--- src/rtl/multicycle_control_pkg.sv ---
// Shared RISC-V multicycle control definitions.
// Holds the state codes, the decoded opcodes and the ALU operand/operation encodings.
package multicycle_control_pkg;

  typedef enum logic [3:0] {
    S_FETCH  = 4'd0,
    S_DECODE = 4'd1,
    S_MEMADR = 4'd2,
    S_MEMRD  = 4'd3,
    S_MEMWB  = 4'd4,
    S_MEMWR  = 4'd5,
    S_EXEC   = 4'd6,
    S_RTWB   = 4'd7,
    S_BRANCH = 4'd8
  } state_t;

  localparam logic [6:0] OP_LW    = 7'b0000011;
  localparam logic [6:0] OP_SW    = 7'b0100011;
  localparam logic [6:0] OP_RTYPE = 7'b0110011;
  localparam logic [6:0] OP_BEQ   = 7'b1100011;

  localparam logic [1:0] ALUOP_ADD   = 2'b00;
  localparam logic [1:0] ALUOP_SUB   = 2'b01;
  localparam logic [1:0] ALUOP_FUNCT = 2'b10;

  localparam logic [1:0] SRCB_REG  = 2'b00;
  localparam logic [1:0] SRCB_FOUR = 2'b01;
  localparam logic [1:0] SRCB_IMM  = 2'b10;

  function automatic logic is_legal_op(input logic [6:0] op);
    return (op == OP_LW) || (op == OP_SW) || (op == OP_RTYPE) || (op == OP_BEQ);
  endfunction

endpackage

--- src/rtl/multicycle_control.sv ---
// Multicycle RISC-V main control FSM: state register, next-state logic,
// control-signal decode, illegal-opcode pulse and retired-instruction counter.
module multicycle_control
  import multicycle_control_pkg::*;
#(
  parameter int CNT_W = 16
) (
  input  logic             clk,
  input  logic             rst,
  input  logic [6:0]       opcode,
  input  logic             mem_ready,
  output logic             PCWrite,
  output logic             PCWriteCond,
  output logic             IorD,
  output logic             MemRead,
  output logic             MemWrite,
  output logic             MemtoReg,
  output logic             IRWrite,
  output logic             ALUSrcA,
  output logic             RegWrite,
  output logic             PCSource,
  output logic [1:0]       ALUSrcB,
  output logic [1:0]       ALUOp,
  output logic [3:0]       state,
  output logic             illegal_op,
  output logic [CNT_W-1:0] instr_count
);

  logic [3:0]       state_r;
  logic [3:0]       next_s;
  logic             retire_s;
  logic             illegal_r;
  logic [CNT_W-1:0] count_r;

  logic pc_write_s, pc_write_cond_s, ior_d_s, mem_read_s, mem_write_s;
  logic mem_to_reg_s, ir_write_s, alu_src_a_s, reg_write_s, pc_source_s;
  logic [1:0] alu_src_b_s, alu_op_s;

  // State, illegal-op pulse and retired-instruction counter
  always_ff @(posedge clk) begin
    if (rst) begin
      state_r   <= S_FETCH;
      illegal_r <= 1'b0;
      count_r   <= '0;
    end else begin
      state_r   <= next_s;
      illegal_r <= (state_r == S_DECODE) && !is_legal_op(opcode);
      count_r   <= retire_s ? count_r + CNT_W'(1) : count_r;
    end
  end

  // Next state, retirement and per-state control decode
  always_comb begin
    next_s          = S_FETCH;
    retire_s        = 1'b0;
    pc_write_s      = 1'b0;
    pc_write_cond_s = 1'b0;
    ior_d_s         = 1'b0;
    mem_read_s      = 1'b0;
    mem_write_s     = 1'b0;
    mem_to_reg_s    = 1'b0;
    ir_write_s      = 1'b0;
    alu_src_a_s     = 1'b0;
    reg_write_s     = 1'b0;
    pc_source_s     = 1'b0;
    alu_src_b_s     = SRCB_REG;
    alu_op_s        = ALUOP_ADD;
    case (state_r)
      S_FETCH: begin
        mem_read_s  = 1'b1;
        alu_src_b_s = SRCB_FOUR;
        ir_write_s  = mem_ready;
        pc_write_s  = mem_ready;
        next_s      = mem_ready ? S_DECODE : S_FETCH;
      end
      S_DECODE: begin
        alu_src_b_s = SRCB_IMM;
        if ((opcode == OP_LW) || (opcode == OP_SW)) next_s = S_MEMADR;
        else if (opcode == OP_RTYPE)                next_s = S_EXEC;
        else if (opcode == OP_BEQ)                  next_s = S_BRANCH;
        else                                        next_s = S_FETCH;
      end
      S_MEMADR: begin
        alu_src_a_s = 1'b1;
        alu_src_b_s = SRCB_IMM;
        next_s      = (opcode == OP_LW) ? S_MEMRD : S_MEMWR;
      end
      S_MEMRD: begin
        mem_read_s = 1'b1;
        ior_d_s    = 1'b1;
        next_s     = mem_ready ? S_MEMWB : S_MEMRD;
      end
      S_MEMWB: begin
        reg_write_s  = 1'b1;
        mem_to_reg_s = 1'b1;
        retire_s     = 1'b1;
      end
      S_MEMWR: begin
        mem_write_s = 1'b1;
        ior_d_s     = 1'b1;
        retire_s    = mem_ready;
        next_s      = mem_ready ? S_FETCH : S_MEMWR;
      end
      S_EXEC: begin
        alu_src_a_s = 1'b1;
        alu_op_s    = ALUOP_FUNCT;
        next_s      = S_RTWB;
      end
      S_RTWB: begin
        reg_write_s = 1'b1;
        retire_s    = 1'b1;
      end
      S_BRANCH: begin
        alu_src_a_s     = 1'b1;
        alu_op_s        = ALUOP_SUB;
        pc_write_cond_s = 1'b1;
        pc_source_s     = 1'b1;
        retire_s        = 1'b1;
      end
      default: next_s = S_FETCH;
    endcase
  end

  // Architectural write enables are forced off while reset is held
  assign PCWrite     = pc_write_s      & ~rst;
  assign PCWriteCond = pc_write_cond_s & ~rst;
  assign IRWrite     = ir_write_s      & ~rst;
  assign MemRead     = mem_read_s      & ~rst;
  assign MemWrite    = mem_write_s     & ~rst;
  assign RegWrite    = reg_write_s     & ~rst;
  assign IorD        = ior_d_s;
  assign MemtoReg    = mem_to_reg_s;
  assign ALUSrcA     = alu_src_a_s;
  assign PCSource    = pc_source_s;
  assign ALUSrcB     = alu_src_b_s;
  assign ALUOp       = alu_op_s;
  assign state       = state_r;
  assign illegal_op  = illegal_r;
  assign instr_count = count_r;

endmodule

--- config.mk ---
export PLATFORM = sky130hd
export DESIGN_NAME = multicycle_control
export DESIGN_NICKNAME = d
export VERILOG_FILES = /design/src/rtl/multicycle_control_pkg.sv /design/src/rtl/multicycle_control.sv
export SDC_FILE = /design/constraint.sdc
export NUM_CORES = 1
export LEC_CHECK = 0
export CAP_MARGIN = 5
export CORE_UTILIZATION = 49
export CTS_BUF_LIST = sky130_fd_sc_hd__clkbuf_2 sky130_fd_sc_hd__clkbuf_4 sky130_fd_sc_hd__clkbuf_8
export DETAILED_ROUTE_END_ITERATION = 6
export PLACE_DENSITY = 0.87
export SLEW_MARGIN = 20
export SYNTH_ARGS = -nofsm -noshare
export SYNTH_HDL_FRONTEND = slang
export SYNTH_SLANG_ARGS = --single-unit
--- constraint.sdc ---
create_clock -name clk -period 3.1 [get_ports clk]
set_input_delay 0.62 -clock clk [delete_from_list [all_inputs] [get_ports clk]]
set_output_delay 0.62 -clock clk [all_outputs]
set_load 0.03 [all_outputs]
## Word-level counts from Yosys, hierarchy flattened

Cells that the tools add are included.

| cells by class | value |
|---|---|
| bitwise logic cells | 6 |
| equal/unequal tests | 12 |
| $add $sub $neg | 1 |
| muxes and demuxes | 19 |
| reduce and logical (&&, ||, !) cells | 12 |

Operators with widths:

| kind | number |
|---|---|
| $pmux W4 S6 | 1 |
| $add A16 B1 Y16 const B | 1 |
| $eq A4 B3 Y1 const B | 4 |
| $eq A7 B6 Y1 const B | 2 |
| $mux W4 | 3 |
| $mux W1 | 9 |
| $mux W3 | 3 |
| $eq A4 B2 Y1 const B | 2 |
| $pmux W2 S2 | 2 |
| $reduce_or A2 Y1 | 4 |
| $eq A7 B2 Y1 const B | 1 |
| $eq A7 B7 Y1 const B | 1 |
| $reduce_or A3 Y1 | 2 |
| $and A1 B1 Y1 | 5 |
| $eq A4 B1 Y1 const B | 1 |
| $eq A4 B4 Y1 const B | 1 |
| $logic_not A4 Y1 | 1 |
| $logic_or A1 B1 Y1 | 3 |
| $pmux W1 S2 | 1 |
| $logic_and A1 B1 Y1 | 1 |
| $logic_not A1 Y1 | 1 |
| $not A1 Y1 | 1 |

| word-level totals | value |
|---|---|
| register bits | 21 |
| output and inout bits | 35 |
| input bits | 10 |

## Logic depth before layout (Yosys ltp)

Gate-level depths: netlist of run 1.

| depth | value |
|---|---|
| depth after elaboration | 6 |
| gate-level depth with buffers | 7 |

## Worst setup path after synthesis of run 1

Ideal clock, no wire load.

| timing | value |
|---|---|
| path type | register to output |
| start | register state_r[3], in the netlist state[3] |
| end | output PCWrite |
| stages on the path, launching flop included | 5 |
| buffers on the path | 2 |
| data arrival time | 2.493 ns |
| data required time | 2.480 ns |
| slack | -0.013 ns |
| cells stage by stage | dfxtp_1 -> buf_2 -> or3_1 -> nor4b_1 -> buf_4 |

| on the way | value |
|---|---|
| cells in the longest elaborated chain, start to end | 3 |

Ends and longest elaborated chain:

| element | line | RTL |
|---|---|---|
| start: declaration | multicycle_control.sv:29 | `logic [3:0] state_r;` |
| start signal: assignment | multicycle_control.sv:46 | `state_r <= next_s;` |
| $logic_not A4 Y1 | - |  |
| $mux W1 | - |  |
| $and A1 B1 Y1 | - |  |
| end: declaration | multicycle_control.sv:12 | `output logic PCWrite,` |

Every way passes these cells.

## Worst setup path in the final report of run 1

| timing | value |
|---|---|
| start | register state_r[1], in the netlist state[1] |
| end | output RegWrite |

| on the way | value |
|---|---|
| cells in the longest elaborated chain, start to end | 4 |
| elaborated cells on any way between the ends | 5 |
| classes of those cells | 2 x eq/ne; 1 x mux; 1 x bitwise; 1 x reduce/logical |

Ends and longest elaborated chain:

| element | line | RTL |
|---|---|---|
| $eq A4 B3 Y1 | multicycle_control.sv:68 | `case (state_r)` |
| $reduce_or A2 Y1 (no line) (*) | - |  |
| $mux W1 (*) | multicycle_control.sv:68 |  |
| $and A1 B1 Y1 (*) | multicycle_control.sv:130 | `assign RegWrite = reg_write_s & ~rst;` |
| end: declaration | multicycle_control.sv:20 | `output logic RegWrite,` |

Mark *: on every way between the ends. The rest lies on a longest branch, timed or not.

==> results.yml, run 1 <==
timing:
  slew-limit-headroom: 0.4882
  worstMarginPinSlew_ns: 0.7676
  clock.fmax_mhz: 341.2
  hold_viol: 0
  setup_tns_ns: 0
  fin_ws_ns: 0.1689
  period_share: 0.9455
  slew_viol_final: 0
  finalSetupViolations: 0
  skew_ns: 0.007006
  grt_setup_unrepaired: "no"
  period_minus_slack_ns: 2.931
yosys:
  synthSimpleGateAreaFrac: 0.3444
  synth_top_cell_by_area: "dfxtp_1"
  postSynthCellCount: 154
  synth_edf_count: 0
  synth-compound-area-share: 0.2105
  synth_top_family_by_area: "simple AND/OR/NAND/NOR gates"
  ys_seq_area_frac: 0.3384
  syn_nets: 165
  syn_area_per_cell_sq_um: 8.068
  netlist_area_sq_um: 1242
  synthMuxAreaShare: 0.01712
  synth_xor_area_frac: 0.02820
  yosys-top-cells-area: "dfxtp_1 34%, a21oi_1 6.0%, o31ai_1 6.0%, or4_1 6.0%, nor2b_1 3.0%"
  yosysWarningCount: 0
  ys_types: 41
  async_reset_ff_frac: 0
  yosys.area.top_type_share: 0.3384
  synth_top_flop_cell: "dfxtp_1"
  ys_ff_latch: 21
  synthAdderAreaFrac: 0.01007
placed_design:
  pre_cts_slack_ns: 0.3449
  io_buffers: 44
  dpl_cell_area_sq_um: 1668
  dp_hpwl_microns: 2364
  routabilityCongestion: 0.8995
floorplan:
  coreArea_sq_um: 2297
  die_h_microns: 52.36
  rows: 17
  initial_core_util: 0.5408
  die_x_microns: 52.36
  ioPinCount: 45
  dieArea_sq_um: 2741
setup_path:
  r2r-start: "state[2]$_SDFF_PP0_"
  critPathKind: "reg -> out"
  crit_slowest_cell: "clkdlybuf4s50_1"
  cp.arrival_ns: 2.31
  startpoint_type: "flip-flop"
  reg2regPathDepth: 4
  worstSetupPathDepth: 4
  crit_fanout: 17
  crit_buf_inv: 1
  path_cells: "nand2b_1 -> nand2_1 -> nor3_1 -> clkdlybuf4s50_1"
  endpoint_kind: "output port"
  crit_required_ns: 2.48
  cp_slowest_stage_delay_ns: 0.73
  critPathTopFamily: "buffers and inverters"
  startpoint: "state[1]$_SDFF_PP0_"
route:
  dr_total_vias: 1359
  wl_per_cell_microns: 14.70
  drcViolationCount: 0
  wl_microns: 3205
  drtIter0Drc: 36
  firstDrtPassIters: 4
  ant_nets: 0
  drt-vias-per-instance: 6.234
cts:
  root_buffer: "clkbuf_4"
  hold_buffers: 0
  clkLatencyLatePin_ns: 0.31
  cts_buffers: 3
  cts_tree: "done"
  postCtsSetupBuffers: 0
  htree_levels: 1
  clkSinkCount: 21
  clkSlewWorstSetupHoldPaths_ns: 0.12
  cts.path.max_buffers: 2
  ctsResizeCount: 0
power_and_ir_drop:
  p_per_area_nw_per_um2: 276.8
  leakage_uw: 0.0005364
  vdd_ir_drop_max_v: 0.0002890
finish:
  num_antenna_cells: 0
  final_nets: 202
  seq_area_sq_um: 420.4
  nFillCells: 174
  drive_above_1_share: 0.06842
  fin_area_sq_um: 1695
  multi_input_area_sq_um: 764.5
  syn_to_final_growth_pct: 36.46
grt:
  grt_overflow_total: 0
  grt_pass1_vias: 1135
  grt_use_total: 0.2527
  grt_max_degree: 30
  grt_pass1_wl_microns: 5133
  grt_antenna_before_repair: 0
job:
  max_cap_viol_count: 0
hold_path:
  whs_path_depth: 2
  worstHoldPathType: "reg -> reg"
  min-delay-start: "instr_count[15]$_SDFFE_PP0P_"
outcome:
  outcome: "complete, no violations"
## layout make-up
cell class	instances	area share
clock buffers	3	0.01328
clock inverters	1	0.002952
inverters	2	0.004428
multi-input cells	118	0.4509
flip-flops and latches	21	0.2480
well taps	28	0.02066
repair buffers	45	0.2598
## tightest hold or removal path: stages (launching register included)
cell and delay (ns):
dfxtp_1 0.34, o31ai_1 0.07, a21oi_1 0.06
## cells in the mapped netlist (2+ instances only)
master and number:
clkbuf_1 8, nor3_1 5, or2_2 2, nor3b_1 5, xnor2_1 3, nand2_1 7, nor2b_1 6, nand4_1 3
o31ai_1 10, o21ai_0 7, a21oi_1 15, nor2_1 8, a211oi_1 2, and4_1 2, nor4b_1 3, or3_1 4
nand2b_1 3, nand3_1 6, or4_1 10, dfxtp_1 21, inv_1 2, buf_2 3
## layer usage
layer  up-vias  track usage  part of all wire
met4         0       0.1228             0.029
met5         -            0                 0
met3         8      0.05507             0.051
met2        54       0.3987              0.48
li1        651            -                 -
met1       646       0.3216              0.44
## flip-flops by register name, indices dropped and copies added, names as in the netlist
name,flops
illegal_op,1
state,4
instr_count,16
## cell families (layout without fill, tap and decap cells)
logic type | Yosys count | count (layout)
muxes | 2 | 2
buffers and inverters | 15 | 51
xor gates and xnor gates | 4 | 4
DFF | 21 | 21
and+or+nand+nor | 70 | 70
AOI/OAI and AO/OA | 41 | 41
adders and majority gates | 1 | 1
## metrics by stage
stage,power (uW),utilization,hold slack (ns),std cells
2_1_floorplan,312.5,-,0.6028,154
3_3_place_gp,337.9,0.7260,0.4603,214
3_5_place_dp,339.3,0.7260,0.4850,214
4_1_cts,474.4,0.7380,0.5028,218
5_1_grt,489.5,0.7380,0.5286,218
6_report,469.3,0.7380,0.4985,218
## power breakdown
part | switching [uW] | internal, uW
Combinational | 30.2 | 27.9
Clock | 87.7 | 48.2
Sequential | 4.19 | 271
## cells in the final DEF (no fill, tap or decap), types with 2 or more instances in the layout
| cell type | synthesis | routed |
|---|---|---|
| nand2b_1 | 3 | 3 |
| or4_1 | 10 | 10 |
| clkbuf_4 | 0 | 3 |
| a21oi_1 | 15 | 15 |
| nor2_1 | 8 | 8 |
| nand4_1 | 3 | 3 |
| a211oi_1 | 2 | 2 |
| o31ai_1 | 10 | 10 |
| buf_4 | 1 | 4 |
| dfxtp_1 | 21 | 21 |
| nor4b_1 | 3 | 2 |
| nor2b_1 | 6 | 6 |
| xnor2_1 | 3 | 3 |
| nor3_1 | 5 | 5 |
| or2_2 | 2 | 2 |
| nand3_1 | 6 | 6 |
| or3_1 | 4 | 4 |
| o21ai_0 | 7 | 7 |
| inv_1 | 2 | 2 |
| nand2_1 | 7 | 7 |
| clkdlybuf4s50_1 | 0 | 41 |
| and4_1 | 2 | 2 |
| nor3b_1 | 5 | 5 |
## final timing paths
path / end / slack, ns
min: instr_count[15]$_SDFFE_PP0P_ / 0.50
min reg2reg: instr_count[15]$_SDFFE_PP0P_ / 0.50
max reg2reg: instr_count[13]$_SDFFE_PP0P_ / 0.58
max: RegWrite / 0.17
Note: power is estimated with default switching activity, not from simulation.
==> run 2: changes to the inputs <==
--- a/config.mk
+++ b/config.mk
@@ -5,11 +5,13 @@
 export SDC_FILE = /design/constraint.sdc
 export NUM_CORES = 1
 export LEC_CHECK = 0
+export ABC_AREA = 0
 export CAP_MARGIN = 5
-export CORE_UTILIZATION = 49
+export CORE_UTILIZATION = 60
 export CTS_BUF_LIST = sky130_fd_sc_hd__clkbuf_2 sky130_fd_sc_hd__clkbuf_4 sky130_fd_sc_hd__clkbuf_8
 export DETAILED_ROUTE_END_ITERATION = 6
-export PLACE_DENSITY = 0.87
+export DONT_BUFFER_PORTS = 1
+export PLACE_DENSITY = 0.76
 export SLEW_MARGIN = 20
 export SYNTH_ARGS = -nofsm -noshare
 export SYNTH_HDL_FRONTEND = slang
==> results.yml, run 2 (synthesized netlist as in run 1, its figures left out) <==
timing:
  clock.fmax_mhz: 392.9
  holdWs_ns: 0.3511
  skew_ns: 0.006797
  slew_viol_final: 0
  grt_setup_unrepaired: "no"
  hold_viol: 0
  slew-limit-headroom: 0.4833
  period_minus_slack_ns: 2.545
  finalSetupViolations: 0
  setup_tns_ns: 0
  worstMarginPinSlew_ns: 0.7751
  period_share: 0.8209
power_and_ir_drop:
  leakage_uw: 0.0004367
  p_sw_uw: 118.9
  seq_power_share: 0.606
  p_int_uw: 334.0
  comb_power_share: 0.079
  p_sw_frac: 0.2625
  p_per_area_nw_per_um2: 334.5
  p_clk_frac: 0.315
  vdd_ir_drop_max_v: 0.0003487
job:
  max_cap_viol_count: 0
cts:
  cts_tree: "done"
  postCtsSetupBuffers: 0
  clkSinkCount: 21
  hold_buffers: 0
  clkSlewWorstSetupHoldPaths_ns: 0.13
  root_buffer: "clkbuf_4"
  cts.path.max_buffers: 2
  clkLatencyLatePin_ns: 0.31
  htree_levels: 1
  ctsResizeCount: 0
  cts_buffers: 3
finish:
  syn_to_final_growth_pct: 8.963
  final_nets: 170
  drive_above_1_share: 0.1392
  largest_reg_flops: 16
  nFillCells: 189
  final_core_util: 0.6901
  layout_commonest_cell: "dfxtp_1"
  mostFrequentLayoutCells: "21 x dfxtp_1, 15 x a21oi_1, 13 x buf_4, 10 x o31ai_1, 10 x or4_1"
  num_antenna_cells: 0
grt:
  grt_use_total: 0.2488
  grt_pass1_wl_microns: 3946
  grt_overflow_total: 0
  grt_max_degree: 30
  grt_antenna_before_repair: 0
  grt_pass1_vias: 926
floorplan:
  initial_core_util: 0.6333
  coreArea_sq_um: 1962
  die_x_microns: 47.51
  die_h_microns: 47.51
  dieArea_sq_um: 2257
  ioPinCount: 45
  rows: 16
setup_path:
  crit_fanout: 14
  cp_slowest_stage_delay_ns: 0.44
  crit_required_ns: 2.48
  critPathTopFamily: "simple AND/OR/NAND/NOR gates"
  cp_common_cell: "buf_4"
  r2r-start: "state[3]$_SDFF_PP0_"
  crit_slowest_cell: "dfxtp_1"
  cp.arrival_ns: 1.92
  crit_buf_inv: 2
  path_cells: "buf_4 -> or3_1 -> nor4b_2 -> buf_4"
  critPathKind: "reg -> out"
  startpoint: "state[2]$_SDFF_PP0_"
  startpoint_type: "flip-flop"
  endpoint_kind: "output port"
placed_design:
  dp_hpwl_microns: 1950
  io_buffers: 0
  routabilityCongestion: 0.7641
route:
  ant_nets: 0
  drtIter0Drc: 12
  dr_total_vias: 1180
  drcViolationCount: 0
  wl_microns: 2759
  firstDrtPassIters: 4
  wl_per_cell_microns: 14.91
  drt-vias-per-instance: 6.378
hold_path:
  min-delay-start: "rst"
  worstHoldPathType: "in -> reg"
outcome:
  outcome: "complete, no violations"
==> run 2: changes by cell type in the layout (fill, tap and decap cells not counted), sizes merged <==
cell,previous run,this run
buf,4,13
clkinv,1,0
clkinvlp,0,1
clkdlybuf4s50,41,0
==> run 2: cell type report <==
type,instances,area (sq um),area share
flip-flops and latches,21,420.4,0.3105
clock buffers,3,22.52,0.01664
inverters,2,7.507,0.005545
clock inverters,1,7.507,0.005545
well taps,27,33.78,0.02495
repair buffers,13,97.59,0.07209
multi-input cells,118,764.5,0.5647
==> run 2: worst paths after layout <==
path | end | slack [ns] | depth (start not counted)
setup / recovery | PCWrite | 0.56 | 4
hold / removal | instr_count[11]$_SDFFE_PP0P_ | 0.35 | 1
setup reg to reg | instr_count[5]$_SDFFE_PP0P_ | 0.64 | 4
hold reg to reg | instr_count[15]$_SDFFE_PP0P_ | 0.63 | 2
==> run 2: metrics by stage <==
| stage | cells | setup slack, ns | instance area [sq um] | total power, uW |
|---|---|---|---|---|
| 2_1_floorplan | 154 | 0.04661 | 1249 | 312.5 |
| 6_report | 185 | 0.5551 | 1354 | 452.8 |
| 3_5_place_dp | 181 | 0.6651 | 1324 | 316.0 |
| 4_1_cts | 185 | 0.5387 | 1354 | 454.2 |
| 5_1_grt | 185 | 0.4268 | 1354 | 467.1 |
| 3_3_place_gp | 181 | 0.7621 | 1324 | 315.0 |
==> run 2: layer usage <==
layer | track usage | vias up | part of all wire
li1 | - | 596 | -
met1 | 0.3395 | 556 | 0.48
met2 | 0.3699 | 26 | 0.47
met3 | 0.06792 | 2 | 0.042
met4 | 0.1029 | 0 | 0.0083
met5 | 0 | - | 0
==> run 2: power by group through the flow <==
stage,logic (uW),clock network (uW),registers (uW)
after global routing,38.8,154,275
after CTS,35.7,144,274
after floorplan,31.9,0,281
after global placement,34.8,0,280
final,35.7,143,274
after detailed placement,35.6,0,280
